### config.mk
export PLATFORM = sky130hd
export DESIGN_NAME = ps2_note_decoder
export DESIGN_NICKNAME = d
export VERILOG_FILES = /design/src/rtl/ps2_note_decoder.sv
export SDC_FILE = /design/constraint.sdc
export NUM_CORES = 1
export LEC_CHECK = 0
export BUFFER_PORTS_ARGS = -buffer_cell sky130_fd_sc_hd__buf_2
export CORE_ASPECT_RATIO = 0.7
export CORE_UTILIZATION = 48
export CTS_BUF_LIST = sky130_fd_sc_hd__clkbuf_8 sky130_fd_sc_hd__clkbuf_16
export CTS_CLUSTER_SIZE = 30
export DETAILED_ROUTE_END_ITERATION = 8
export PLACE_DENSITY = 0.66
export SLEW_MARGIN = 40
export SYNTH_ARGS = -nofsm -noshare
export SYNTH_HDL_FRONTEND = slang
export SYNTH_SLANG_ARGS = --single-unit
### constraint.sdc
create_clock -name clk -period 2.7 [get_ports clk]
set_clock_uncertainty 0.2 [all_clocks]
set_input_delay 0.27 -clock clk [delete_from_list [all_inputs] [get_ports clk]]
set_output_delay 0.27 -clock clk [all_outputs]
set_load 0.02 [all_outputs]
### src/rtl/ps2_note_decoder.sv
// ============================================================================
// ps2_note_decoder
//   Receives PS/2 set-2 scancodes, tracks make/break/extended prefixes,
//   keeps the current octave (3..5) and drives the 6-bit display note code.
//   Revision: 1.0
// ============================================================================
`default_nettype none

module ps2_note_decoder #(
  parameter int TIMEOUT_CYCLES = 100000,
  parameter int DEFAULT_OCTAVE = 4
) (
  input  logic       clk,
  input  logic       rst,
  input  logic       ps2_clk,
  input  logic       ps2_data,
  output logic [5:0] note,
  output logic       key_down,
  output logic [2:0] octave,
  output logic       scan_valid,
  output logic [7:0] scan_code,
  output logic       frame_err
);

  localparam int         WD_W       = $clog2(TIMEOUT_CYCLES + 1);
  localparam logic [5:0] NOTE_STOP  = 6'h3F;
  localparam logic [7:0] CODE_EXT   = 8'hE0;
  localparam logic [7:0] CODE_BREAK = 8'hF0;
  localparam logic [7:0] CODE_OCT_DN = 8'h1A;
  localparam logic [7:0] CODE_OCT_UP = 8'h22;

  // --------------------------------------------------------------------------
  // Input synchronizers and falling-edge detect
  // --------------------------------------------------------------------------
  logic clk_s1, clk_s2, clk_prev;
  logic data_s1, data_s2;
  logic fall;

  // Two-flop synchronizers; lines idle high so reset to 1 to avoid a false edge
  always_ff @(posedge clk) begin
    if (rst) begin
      clk_s1   <= 1'b1;
      clk_s2   <= 1'b1;
      clk_prev <= 1'b1;
      data_s1  <= 1'b1;
      data_s2  <= 1'b1;
    end else begin
      clk_s1   <= ps2_clk;
      clk_s2   <= clk_s1;
      clk_prev <= clk_s2;
      data_s1  <= ps2_data;
      data_s2  <= data_s1;
    end
  end

  assign fall = clk_prev & ~clk_s2;

  // --------------------------------------------------------------------------
  // Frame receiver with watchdog
  // --------------------------------------------------------------------------
  logic [3:0]      bit_cnt;
  logic [9:0]      shreg;     // [0]=start, [8:1]=data, [9]=parity
  logic [WD_W-1:0] wd_cnt;
  logic            frame_good;

  // Stop bit is the data sampled on the 11th edge itself
  assign frame_good = (shreg[0] == 1'b0) && (data_s2 == 1'b1) && (^shreg[9:1] == 1'b1);

  // Shift in bits on each falling edge, validate on the 11th, abort on timeout
  always_ff @(posedge clk) begin
    if (rst) begin
      bit_cnt    <= 4'd0;
      shreg      <= 10'd0;
      wd_cnt     <= '0;
      scan_valid <= 1'b0;
      scan_code  <= 8'h00;
      frame_err  <= 1'b0;
    end else begin
      scan_valid <= 1'b0;
      frame_err  <= 1'b0;
      if (fall) begin
        // An edge always wins over a coincident timeout
        wd_cnt <= '0;
        if (bit_cnt == 4'd10) begin
          bit_cnt <= 4'd0;
          if (frame_good) begin
            scan_code  <= shreg[8:1];
            scan_valid <= 1'b1;
          end else begin
            frame_err  <= 1'b1;
          end
        end else begin
          shreg[bit_cnt] <= data_s2;
          bit_cnt        <= bit_cnt + 4'd1;
        end
      end else if (bit_cnt != 4'd0) begin
        if (wd_cnt == WD_W'(TIMEOUT_CYCLES - 1)) begin
          bit_cnt   <= 4'd0;
          wd_cnt    <= '0;
          frame_err <= 1'b1;
        end else begin
          wd_cnt <= wd_cnt + 1'b1;
        end
      end else begin
        wd_cnt <= '0;
      end
    end
  end

  // --------------------------------------------------------------------------
  // Key mapping helpers
  // --------------------------------------------------------------------------

  // Returns {is_semitone, s[3:0]}
  function automatic logic [4:0] semitone_of(input logic [7:0] code);
    logic [4:0] r;
    r = 5'd0;
    case (code)
      8'h1C: r = {1'b1, 4'd0};
      8'h1D: r = {1'b1, 4'd1};
      8'h1B: r = {1'b1, 4'd2};
      8'h24: r = {1'b1, 4'd3};
      8'h23: r = {1'b1, 4'd4};
      8'h2B: r = {1'b1, 4'd5};
      8'h2C: r = {1'b1, 4'd6};
      8'h34: r = {1'b1, 4'd7};
      8'h35: r = {1'b1, 4'd8};
      8'h33: r = {1'b1, 4'd9};
      8'h3C: r = {1'b1, 4'd10};
      8'h3B: r = {1'b1, 4'd11};
      default: r = 5'd0;
    endcase
    return r;
  endfunction

  // Display encoding: octave 3 places F#3 out of order at 35
  function automatic logic [5:0] note_code(input logic [2:0] oct, input logic [3:0] s);
    logic [5:0] r;
    r = 6'd0;
    case (oct)
      3'd3: begin
        if (s < 4'd6)       r = {2'b00, s};
        else if (s == 4'd6) r = 6'd35;
        else                r = {2'b00, s} - 6'd1;
      end
      3'd4:    r = 6'd11 + {2'b00, s};
      default: r = 6'd23 + {2'b00, s};
    endcase
    return r;
  endfunction

  // --------------------------------------------------------------------------
  // Decode FSM
  // --------------------------------------------------------------------------
  typedef enum logic [1:0] {
    S_IDLE      = 2'd0,
    S_BREAK     = 2'd1,
    S_EXT       = 2'd2,
    S_EXT_BREAK = 2'd3
  } state_t;

  state_t     state, state_n;
  logic [5:0] note_n;
  logic       key_down_n;
  logic [2:0] octave_n;
  logic [3:0] held_s, held_s_n;
  logic [4:0] semi;

  assign semi = semitone_of(scan_code);

  // State and note registers
  always_ff @(posedge clk) begin
    if (rst) begin
      state    <= S_IDLE;
      note     <= NOTE_STOP;
      key_down <= 1'b0;
      octave   <= 3'(DEFAULT_OCTAVE);
      held_s   <= 4'd0;
    end else begin
      state    <= state_n;
      note     <= note_n;
      key_down <= key_down_n;
      octave   <= octave_n;
      held_s   <= held_s_n;
    end
  end

  // Next-state and make/break actions, evaluated only on a received byte
  always_comb begin
    state_n    = state;
    note_n     = note;
    key_down_n = key_down;
    octave_n   = octave;
    held_s_n   = held_s;
    if (scan_valid) begin
      case (state)
        S_IDLE: begin
          if (scan_code == CODE_EXT) begin
            state_n = S_EXT;
          end else if (scan_code == CODE_BREAK) begin
            state_n = S_BREAK;
          end else if (semi[4]) begin
            note_n     = note_code(octave, semi[3:0]);
            key_down_n = 1'b1;
            held_s_n   = semi[3:0];
          end else if (scan_code == CODE_OCT_DN) begin
            if (octave > 3'd3) octave_n = octave - 3'd1;
          end else if (scan_code == CODE_OCT_UP) begin
            if (octave < 3'd5) octave_n = octave + 3'd1;
          end
        end
        S_BREAK: begin
          state_n = S_IDLE;
          // Only releasing the most recently pressed key silences the note
          if (semi[4] && (semi[3:0] == held_s) && key_down) begin
            note_n     = NOTE_STOP;
            key_down_n = 1'b0;
          end
        end
        S_EXT: begin
          state_n = (scan_code == CODE_BREAK) ? S_EXT_BREAK : S_IDLE;
        end
        default: begin
          state_n = S_IDLE;
        end
      endcase
    end
  end

endmodule

`default_nettype wire
==> results.json <==
{
  "synthArstFlopShare": 0,
  "via_count": 2668,
  "synth_top_cells_by_count": "dfxtp_1, nor2_1, nand2_1, mux2i_1, nand3_1",
  "cts_tree": "yes",
  "r2r_slack_ps": 110,
  "yosysTopAreaCell": "dfxtp_1",
  "relSlewSlack": 0.584,
  "clock-sinks": 62,
  "antenna_found_initial": 0,
  "synthesis.area_um2": 3210,
  "placed_cell_area_um2": 3460,
  "die_w_um": 99.7,
  "antennaDiodeCount": 0,
  "rsz0062_at_grt": "false",
  "period_needed_ps": 2590,
  "layout.nets": 399,
  "p_leak_nw": 1.45,
  "post-cts-setup-buffers": 0,
  "ys.flop_type": "dfxtp_1",
  "initial_core_util": 0.507,
  "synth.distinct_cells": 64,
  "finalSetupTns_ps": 0,
  "timing.hold.ws_ps": 117,
  "layout-drive-gt1-share": 0.172,
  "post-place-ws_ps": 143,
  "grt_pass1_wl_mm": 12.2,
  "crit_type": "flop to flop",
  "hold_class": "input pin to flop",
  "ioPinCount": 24,
  "fin_total_pwr_mw": 1.73,
  "grtUsageTotal": 0.223,
  "hold_viol": 0,
  "outcome": "complete, no violations",
  "stdcell_area_um2": 3670,
  "path_clk_slew_ps": 60,
  "port_buffers": 23,
  "power.density_nw_per_um2": 472,
  "wirelength_mm": 6.99,
  "cp-start-kind": "flop",
  "cap_violations": 0,
  "worst_pin_slew_ps": 623,
  "clockBufferDepth": 2,
  "path_cells": "or4b_4 > a2111oi_4 > a221oi_2 > a21o_1 > nand2b_4 > o32a_1",
  "h-tree-depth": 3,
  "cp_slowest_cell": "or4b_4",
  "fillers": 586,
  "drtIter0Drc": 169,
  "synthDominantCellAreaShare": 0.387,
  "setup_slack_ps": 111,
  "dr.pass1.iters": 4,
  "finalSetupViolCount": 0,
  "cts-root-buf": "clkbuf_8",
  "syn2layout_area_growth_pct": 14.3,
  "critical_path_arrival_ps": 2620,
  "yosys_warnings": 0,
  "fp.coreArea_um2": 6340,
  "min_period_over_period": 0.959,
  "die_h_um": 70.4,
  "critPathRequiredTime_ps": 2730,
  "dp_cells": 469,
  "worstSetupEndpointType": "flop",
  "synth_area_leaders": "dfxtp_1, nor2_1, mux2i_1",
  "vdd_drop_max_mv": 0.242,
  "vias_per_cell": 5.48,
  "dieArea_um2": 7020,
  "drc_errors": 0,
  "synthCells": 359,
  "drv_slew": 0,
  "ys_ff_latch": 62,
  "gp_congestion": 0.852,
  "grt_pass1_vias": 2505,
  "synth_nets": 367,
  "grt_max_degree": 37,
  "fin_cells": 487,
  "seq_area_um2": 1240,
  "synth_edf_count": 0,
  "reg2reg_depth": 6,
  "hold_depth": 3,
  "overflow": 0,
  "synth_most_common_cell": "dfxtp_1",
  "postLayoutCoreUtil": 0.579,
  "critPathMaxStageDelay_ps": 570,
  "fmax_mhz": 386,
  "ant_nets": 0,
  "cts-buffers-inserted": 9,
  "clock_latency_ps": 350,
  "ys_seq_area_frac": 0.387,
  "multi_input_area_um2": 1870,
  "postSynthAreaPerCell_um2": 8.94,
  "placementRows": 24,
  "path_max_fanout": 7,
  "wl_per_cell_um": 14.4,
  "dp_hpwl_mm": 4.97
}
[where the power goes]
part | leakage (nW) | switching [mW] | internal, mW
Clock | 0.103 | 0.356 | 0.413
Sequential | 0.501 | 0.00614 | 0.920
Combinational | 0.850 | 0.0241 | 0.0141
[cells by family (layout without fill, tap and decap cells)]
logic type,Yosys count,in the layout,share of synthesized area
flip-flops,62,62,0.387
AND/OR/NAND/NOR,155,155,0.261
AO/OA/AOI/OAI,61,61,0.147
XOR/XNOR,30,30,0.0862
buffers and inverters,26,63,0.0339
multiplexers,21,21,0.0674
adder cells (fa/ha/maj),4,4,0.0179
[layout by cell type (no fill, tap or decap), types with 2 or more instances in the layout]
cell / n
dfxtp_1: 62
nor2_1: 57
buf_2: 23
nand2_1: 20
mux2i_1: 19
nand3_1: 17
xnor2_1: 16
inv_1: 13
o21ai_0: 13
xor2_1: 13
buf_4: 12
a21oi_1: 11
clkbuf_8: 9
nand2b_1: 5
o22ai_1: 5
nor4bb_1: 5
nand4_1: 5
or3_1: 5
or2_2: 5
nand3b_1: 4
nor3_1: 4
a22oi_1: 4
nor3b_1: 4
nor2b_1: 4
a2bb2oi_1: 4
o22a_1: 3
and3_1: 3
ha_1: 3
or3b_2: 2
nand4bb_1: 2
and4_1: 2
a31oi_1: 2
a311oi_1: 2
and2_1: 2
clkinv_2: 2
dlygate4sd3_1: 2
[state kept, by name, summed over array words and instances, names as in the netlist, 2 cells and up]
name,cells
held_s,4
note,6
state,2
bit_cnt,4
wd_cnt,17
shreg,10
scan_code,8
octave,3
[metal layers]
layer / vias up / wire, um / track usage / part of all wire
met5: - / 0 / 0 / 0
met1: 1235 / 3700 / 0.331 / 0.53
met2: 81 / 2790 / 0.306 / 0.40
li1: 1342 / - / - / -
met4: 0 / 97 / 0.0703 / 0.014
met3: 10 / 413 / 0.0631 / 0.059
[worst paths after layout]
| check | startpoint | end |
|---|---|---|
| setup reg to reg | scan_code[0]$_SDFFE_PP0P_ | note[3]$_SDFFE_PP1P_ |
| hold reg to reg | clk_s1$_SDFF_PP1_ | clk_s2$_SDFF_PP1_ |
| hold / removal | rst | frame_err$_SDFF_PP0_ |
| setup / recovery | scan_code[0]$_SDFFE_PP0P_ | note[3]$_SDFFE_PP1P_ |
[worst max-delay path, delay by kind of cell, from the launching register on]
kind | cells | cell delay [ps]
AO/OA/AOI/OAI | 4 | 1120
flip-flops | 1 | 380
AND/OR/NAND/NOR | 2 | 760
[cell type report]
| cell class | instances | area share |
|---|---|---|
| Clock inverter | 7 | 0.0160 |
| Multi-Input combinational cell | 271 | 0.509 |
| Timing Repair Buffer | 37 | 0.0614 |
| Inverter | 10 | 0.0102 |
| Tap cell | 91 | 0.0310 |
| Sequential cell | 62 | 0.338 |
| Clock buffer | 9 | 0.0338 |
[repair_timing]
action                                 4_1_cts  5_1_grt
endpoints found under the hold margin        2        0
setup endpoints to repair                    0        4
resized for setup                            0        2
hold buffers                                 2        0
No activity file was read; power rests on OpenSTA's default activity.
